===== src/rtl/uart_pkg.sv =====
// Shared UART parity definitions: parity-mode encodings and checker FSM states.
package uart_pkg;

  localparam logic [1:0] PAR_EVEN  = 2'b00;
  localparam logic [1:0] PAR_ODD   = 2'b01;
  localparam logic [1:0] PAR_SPACE = 2'b10;
  localparam logic [1:0] PAR_MARK  = 2'b11;

  typedef enum logic [1:0] {
    ST_IDLE  = 2'd0,
    ST_ACCUM = 2'd1,
    ST_PBIT  = 2'd2
  } chk_state_e;

endpackage


===== src/rtl/parity_calc.sv =====
// Combinational parity of a word under a given mode.
// With W=1 it passes a pre-accumulated parity through (even) or forces mark/space.
module parity_calc
  import uart_pkg::*;
#(
  parameter int W = 8
) (
  input  logic [W-1:0] word,
  input  logic         en,
  input  logic [1:0]   mode,
  output logic         par
);

  // Select the parity rule; disabled parity always yields 0
  always_comb begin
    par = 1'b0;
    if (en) begin
      case (mode)
        PAR_EVEN:  par = ^word;
        PAR_ODD:   par = ~(^word);
        PAR_SPACE: par = 1'b0;
        default:   par = 1'b1;
      endcase
    end
  end

endmodule


===== src/rtl/uart_parity_unit.sv =====
// Registered parity generator (parallel word) and serial parity checker
// shared by the UART transmit and receive paths.
module uart_parity_unit
  import uart_pkg::*;
#(
  parameter int DATA_W = 8,
  parameter int CNT_W  = 4
) (
  input  logic              CLK,
  input  logic              RST,
  input  logic [DATA_W-1:0] P_Data,
  input  logic              Data_Valid,
  input  logic              Par_En,
  input  logic [1:0]        Parity_Ty,
  output logic              Par_bit,
  output logic              Par_Ready,
  input  logic              Chk_Start,
  input  logic              Ser_Bit,
  input  logic              Bit_Valid,
  output logic              Par_Err,
  output logic              Chk_Done,
  output logic              Chk_Busy
);

  // ---------------- generator ----------------
  logic gen_par;
  logic par_bit_q, par_bit_d;
  logic ready_q, ready_d;

  parity_calc #(.W(DATA_W)) u_gen_calc (
    .word (P_Data),
    .en   (Par_En),
    .mode (Parity_Ty),
    .par  (gen_par)
  );

  // Capture parity on each Data_Valid; hold it otherwise
  always_comb begin
    par_bit_d = par_bit_q;
    ready_d   = ready_q;
    if (Data_Valid) begin
      par_bit_d = gen_par;
      ready_d   = 1'b1;
    end
  end

  // ---------------- checker ----------------
  chk_state_e       state_q, state_d;
  logic             acc_q, acc_d;
  logic [CNT_W-1:0] cnt_q, cnt_d;
  logic             en_q, en_d;
  logic [1:0]       ty_q, ty_d;
  logic             err_q, err_d;
  logic             done_q, done_d;
  logic             busy_q, busy_d;
  logic             exp_bit;
  logic [1:0]       exp_mode;
  logic             last_bit;

  // Odd inversion is already folded into the accumulator seed, so odd
  // collapses to even when deriving the expected bit from acc.
  assign exp_mode = (ty_q == PAR_ODD) ? PAR_EVEN : ty_q;
  assign last_bit = (cnt_q == CNT_W'(DATA_W - 1));

  parity_calc #(.W(1)) u_exp_calc (
    .word (acc_q),
    .en   (1'b1),
    .mode (exp_mode),
    .par  (exp_bit)
  );

  // Checker next-state: Chk_Start restarts from any state and beats Bit_Valid
  always_comb begin
    state_d = state_q;
    acc_d   = acc_q;
    cnt_d   = cnt_q;
    en_d    = en_q;
    ty_d    = ty_q;
    err_d   = 1'b0;
    done_d  = 1'b0;
    if (Chk_Start) begin
      state_d = ST_ACCUM;
      acc_d   = (Parity_Ty == PAR_ODD);
      cnt_d   = '0;
      en_d    = Par_En;
      ty_d    = Parity_Ty;
    end else begin
      case (state_q)
        ST_ACCUM: begin
          if (Bit_Valid) begin
            acc_d = acc_q ^ Ser_Bit;
            cnt_d = cnt_q + CNT_W'(1);
            if (last_bit) begin
              if (en_q) begin
                state_d = ST_PBIT;
              end else begin
                state_d = ST_IDLE;
                done_d  = 1'b1;
              end
            end
          end
        end
        ST_PBIT: begin
          if (Bit_Valid) begin
            state_d = ST_IDLE;
            err_d   = (Ser_Bit != exp_bit);
            done_d  = 1'b1;
          end
        end
        default: ;
      endcase
    end
    busy_d = (state_d != ST_IDLE);
  end

  // All state registers; synchronous active-low reset has top priority
  always_ff @(posedge CLK) begin
    if (!RST) begin
      par_bit_q <= 1'b0;
      ready_q   <= 1'b0;
      state_q   <= ST_IDLE;
      acc_q     <= 1'b0;
      cnt_q     <= '0;
      en_q      <= 1'b0;
      ty_q      <= PAR_EVEN;
      err_q     <= 1'b0;
      done_q    <= 1'b0;
      busy_q    <= 1'b0;
    end else begin
      par_bit_q <= par_bit_d;
      ready_q   <= ready_d;
      state_q   <= state_d;
      acc_q     <= acc_d;
      cnt_q     <= cnt_d;
      en_q      <= en_d;
      ty_q      <= ty_d;
      err_q     <= err_d;
      done_q    <= done_d;
      busy_q    <= busy_d;
    end
  end

  assign Par_bit   = par_bit_q;
  assign Par_Ready = ready_q;
  assign Par_Err   = err_q;
  assign Chk_Done  = done_q;
  assign Chk_Busy  = busy_q;

endmodule


===== config.mk =====
export PLATFORM = sky130hd
export DESIGN_NAME = uart_parity_unit
export DESIGN_NICKNAME = d
export VERILOG_FILES = /design/src/rtl/uart_pkg.sv /design/src/rtl/parity_calc.sv /design/src/rtl/uart_parity_unit.sv
export SDC_FILE = /design/constraint.sdc
export NUM_CORES = 1
export LEC_CHECK = 0
export CELL_PAD_IN_SITES_DETAIL_PLACEMENT = 0
export CELL_PAD_IN_SITES_GLOBAL_PLACEMENT = 2
export CORE_MARGIN = 1.5
export CORE_UTILIZATION = 24
export DETAILED_ROUTE_END_ITERATION = 8
export GPL_ROUTABILITY_DRIVEN = 1
export PLACE_DENSITY_LB_ADDON = 0.3
export SLEW_MARGIN = 20
export SYNTH_ARGS = -nofsm -noshare
export SYNTH_HDL_FRONTEND = slang
export SYNTH_SLANG_ARGS = --single-unit

===== constraint.sdc =====
create_clock -name CLK -period 1.4 [get_ports CLK]
set_input_delay 0.21 -clock CLK [delete_from_list [all_inputs] [get_ports CLK]]
set_output_delay 0.21 -clock CLK [all_outputs]
set_load 0.05 [all_outputs]

==> Yosys cells after proc, flatten, opt, wreduce, memory -nomap -nowiden <==
Cells that the tools add are included.
{ "totals": {"ff_bits": 15, "inputBits": 17, "output_inout_bits": 5, "word_cells": 54} }
{ "op_classes": {"n_bitwise": 6, "n_eq_ne": 9, "muxes": 18, "add_sub_neg": 1, "n_reduce_logical": 10} }
{ "ops": {"columns": ["operator", "count"], "rows": [
  ["2-to-1 mux 2 bit", 6],
  ["== test 2 x 1 -> 1 bit (second input constant)", 4],
  ["2-to-1 mux 1 bit", 8],
  ["parity 8 bit", 1],
  ["== test 2 bit (second input constant)", 3],
  ["case mux 1 bit (3 select lines)", 2],
  ["nonzero test 2 bit", 3],
  ["inverter 1 bit", 5],
  ["adder 4 x 1 -> 4 bit (second input constant)", 1],
  ["== test 4 x 3 -> 1 bit (second input constant)", 1],
  ["zero test 2 bit", 2],
  ["case mux 2 bit (2 select lines)", 1],
  ["AND reduction 2 bit", 2],
  ["OR reduction 4 bit", 1],
  ["case mux 1 bit (2 select lines)", 1],
  ["OR reduction 2 bit", 1],
  ["inequality test 1 bit", 1],
  ["bitwise XOR 1 bit", 1]
]} }

==> Depth between registers and ports, before layout <==
Gate-level depths: netlist (run 1).
{ "depth": {"depth_word": 6, "mapped_depth": 7} }

==> Cells and area by module <==
Synthesis (run 1) repeated with hierarchy kept, for this count alone.
{ "unflattened": {"cells_unflattened": 85, "area_unflattened_um2": 774.5} }
{ "by_module_without_submodules": {"columns": ["mod", "n_inst", "cells_each", "area_per_inst_um2", "seq_area_each_um2"], "rows": [
  ["uart_parity_unit", 1, 71, 668.1, 300.3],
  ["parity_calc (u_gen_calc)", 1, 10, 80.1, 0.0],
  ["parity_calc (u_exp_calc)", 1, 4, 26.3, 0.0]
]} }

==> Worst setup path before layout (run 1) <==
OpenSTA, ideal clock, no wires.
{ "synth_path": {"kind": "register to register", "from": "register cnt_q[0]", "to": "register busy_q (netlist: Chk_Busy)", "required_time_ns": 1.280, "arrival_time_ns": 1.295, "stages_incl_launch_ff": 7, "path_buffers": 0, "setup_time_ns": 0.120, "setup_slack_ns": -0.015, "cell_sequence": "dfxtp_1 > ha_1 > and4b_1 > o221a_2 > nor2_1 > o21a_1 > or2_1"} }
{ "synth_between": {"elab_chain_len": 6} }
{ "synth_rtl": {"columns": ["element", "line", "source"], "rows": [
  ["from (decl)", "uart_parity_unit.sv:50", "logic [CNT_W-1:0] cnt_q, cnt_d;"],
  ["from (signal assigned)", "uart_parity_unit.sv:134", "cnt_q <= cnt_d;"],
  ["== test 4 x 3 -> 1 bit", "uart_parity_unit.sv:63", "assign last_bit = (cnt_q == CNT_W'(DATA_W - 1));"],
  ["2-to-1 mux 2 bit", "uart_parity_unit.sv:93", "if (last_bit) begin"],
  ["2-to-1 mux 2 bit", "uart_parity_unit.sv:90", "if (Bit_Valid) begin"],
  ["case mux 2 bit (2 select lines)", "uart_parity_unit.sv:88", "case (state_q)"],
  ["2-to-1 mux 2 bit", "uart_parity_unit.sv:81", "if (Chk_Start) begin"],
  ["nonzero test 2 bit", "uart_parity_unit.sv:113", "busy_d = (state_d != ST_IDLE);"],
  ["to (signal assigned)", "uart_parity_unit.sv:139", "busy_q <= busy_d;"],
  ["to (decl)", "uart_parity_unit.sv:55", "logic busy_q, busy_d;"]
]} }
No other way between the ends.
A chain may end at the register's enable or synchronous reset.

==> Worst setup path in the final report (run 1) <==
Ends and elaborated chain as after synthesis.

==> results of run 1 <==
routing by layer:
metal  part of all wire  routed length [um]
met5                  0                   0
met4              0.017                  27
met3              0.035                  55
met2               0.51                 806
met1               0.44                 688
power breakdown:
group,switching [uW],total (uW),internal (uW),leakage [uW]
Sequential,12.2,454,441,0.000125
Combinational,91.8,229,137,0.000320
Clock,139,250,110,0.0000150
cell families after synthesis:
| family | share of synthesized area |
|---|---|
| DFF | 0.410 |
| buffers and inverters | 0.0461 |
| and+or+nand+nor | 0.179 |
| muxes | 0.0546 |
| AOI/OAI and AO/OA | 0.128 |
| xor gates and xnor gates | 0.131 |
| adders and majority gates | 0.0512 |
layout make-up:
type,count,share of cell area
Sequential cell,15,0.255
Inverter,6,0.0186
Multi-Input combinational cell,54,0.364
Timing Repair Buffer,36,0.308
Tap cell,31,0.0321
Clock buffer,4,0.0217
cells in the final DEF (no fill, tap or decap), drive strengths merged:
cell type / instances
nor2b: 2
o221a: 1
inv: 6
clkbuf: 4
o311ai: 1
dfxtp: 15
or2: 1
nor2: 7
nand3b: 2
o21a: 3
nand4: 1
nor3: 1
a21oi: 1
mux2i: 4
and4: 1
ha: 3
and4b: 1
buf: 20
a211oi: 1
nand4b: 1
o2111ai: 1
a21boi: 1
xor2: 3
nand2b: 2
clkdlybuf4s50: 16
o22ai: 1
and2: 1
o21ai: 2
a31oi: 1
nand2: 3
xnor2: 8
what timing repair did:
action	in CTS	in global routing
setup endpoints to repair	3	4
setup buffers	1	0
pin swaps	3	0
resized for setup	7	5
critical path, stage by stage (launching register included):
cell and delay (ns):
dfxtp_2 0.35, ha_4 0.15, and4b_1 0.19, buf_4 0.14, o2111ai_1 0.09, o21a_1 0.16
nor2_2 0.04, or2_1 0.22
flip-flops by register name, indices dropped and copies added, names as in the netlist:
| signal | flops |
|---|---|
| Chk_Busy | 1 |
| Chk_Done | 1 |
| Par_Err | 1 |
| Par_Ready | 1 |
| Par_bit | 1 |
| acc_q | 1 |
| cnt_q | 4 |
| en_q | 1 |
| state_q | 2 |
| ty_q | 2 |
final timing paths:
check	end	slack [ns]	cells past startpoint
worst max register to register	Chk_Busy	-0.04	7
worst min register to register	acc_q	0.47	2
worst min-delay path	acc_q	0.47	2
worst max-delay path	Chk_Busy	-0.04	7
per-stage QoR:
stage | area [um2] | hold slack, ns | cells
floorplan | 734 | 0.320 | 78
global placement | 1130 | 0.447 | 141
detailed placement | 1130 | 0.457 | 141
CTS | 1190 | 0.468 | 146
global route | 1210 | 0.496 | 146
finish | 1210 | 0.466 | 146
==> out/metrics.yaml, run 1 <==
synthFlopType: "dfxtp_1"
violations: "setup timing"
worstPathRequired_ns: 1.58
fmax_mhz: 696
path_class: "register to register"
gp_congestion: 0.782
rr_startpoint: "cnt_q[0]"
core_area_um2: 2830
ys_top_cells_by_area: "dfxtp_1, xnor2_1, mux2i_1"
holdBufCountCts: 0
num_antenna_cells: 0
yosysMostFrequentCell: "dfxtp_1"
synthTopCellsByCount: "dfxtp_1, xnor2_1, inv_1, nor2_1, mux2i_1"
fin_crit_sh: 1.03
crit_start: "cnt_q[0]"
io_pins: 22
status: "complete, but fails checks"
viasPerCell: 4.59
p_per_area_nw_per_um2: 771
met2_usage: 0.193
port_buffers: 21
drv_cap: 0
ir_drop_mv: 0.273
dp_hpwl_mm: 1.28
tightest_slew_ns: 0.270
cts_tree: "built"
synth_top_cell_by_area: "dfxtp_1"
cts_buffers: 3
antenna_found_initial: 0
synth_edf_count: 0
min-delay-path-class: "register to register"
period_minus_slack_ns: 1.44
rows: 19
synth_nets: 98
fillers: 285
grt_pass1_wl_mm: 2.84
dp_slack_ns: -0.255
route.detailed.drc: 0
setup_viol: 1
ctsHtreeMaxLevel: 1
fin_setup_tns_ns: -0.0374
rsz0062_at_grt: "yes"
final_util: 0.427
wire_per_inst_um: 10.8
slew_headroom: 0.817
clockBufferDepth: 2
die_w_um: 58.3
regArea_um2: 308
synth_area_um2: 733
grt.total_usage: 0.109
clkSlewWorstSetupHoldPaths_ns: 0.09
end_kind: "register"
final.setup_skew_ns: 0.00438
cts_root_buf: "clkbuf_4"
nets: 136
gr-total-overflow: 0
ys_seq_elements: 15
yosys.area.top_type_share: 0.410
clock_latency_ns: 0.28
fp.dieArea_um2: 3400
clock_sinks: 15
drv_slew: 0
hold_violations: 0
power_uw: 932
grt_use_met3: 0.0134
arrival_ns: 1.61
drive_gt1_frac: 0.296
grt_max_degree: 9
routed_wirelength_mm: 1.58
critPathMaxFanout: 2
syn_area_per_cell_um2: 9.40
die_h_um: 58.3
synth-warning-count: 0
initialDrtViolationCount: 17
multiInputGateArea_um2: 440
grt_pass1_vias: 690
postRouteAntennaNets: 0
grt-busiest-layer: "met2"
ys_types: 30
ys_async_sr_fraction: 0
worstHoldStart: "acc_q"
vias: 670
area_growth_pct: 64.8
leakage_uw: 0.000459
firstDrtPassIters: 6
synthCells: 78
crit_path_start_kind: "register"
grt_use_met1: 0.123
seq_area_frac_synth: 0.410
worst_slack_ns: -0.0374
start_util: 0.259
Note: power is estimated with default switching activity, not from simulation.
==> inputs of run 2 (changes only) <==
--- a/config.mk
+++ b/config.mk
@@ -12,7 +12,7 @@
 export DETAILED_ROUTE_END_ITERATION = 8
 export GPL_ROUTABILITY_DRIVEN = 1
 export PLACE_DENSITY_LB_ADDON = 0.3
-export SLEW_MARGIN = 20
+export SLEW_MARGIN = 10
 export SYNTH_ARGS = -nofsm -noshare
 export SYNTH_HDL_FRONTEND = slang
 export SYNTH_SLANG_ARGS = --single-unit
==> results of run 2 <==
Final layout, timing and power as in run 1 (identical DEF).
==> inputs of run 3 (changes only) <==
--- a/config.mk
+++ b/config.mk
@@ -10,7 +10,7 @@
 export CORE_MARGIN = 1.5
 export CORE_UTILIZATION = 24
 export DETAILED_ROUTE_END_ITERATION = 8
-export GPL_ROUTABILITY_DRIVEN = 1
+export GPL_ROUTABILITY_DRIVEN = 0
 export PLACE_DENSITY_LB_ADDON = 0.3
 export SLEW_MARGIN = 10
 export SYNTH_ARGS = -nofsm -noshare
==> results of run 3 <==
Final layout, timing and power as in run 1 (identical DEF).
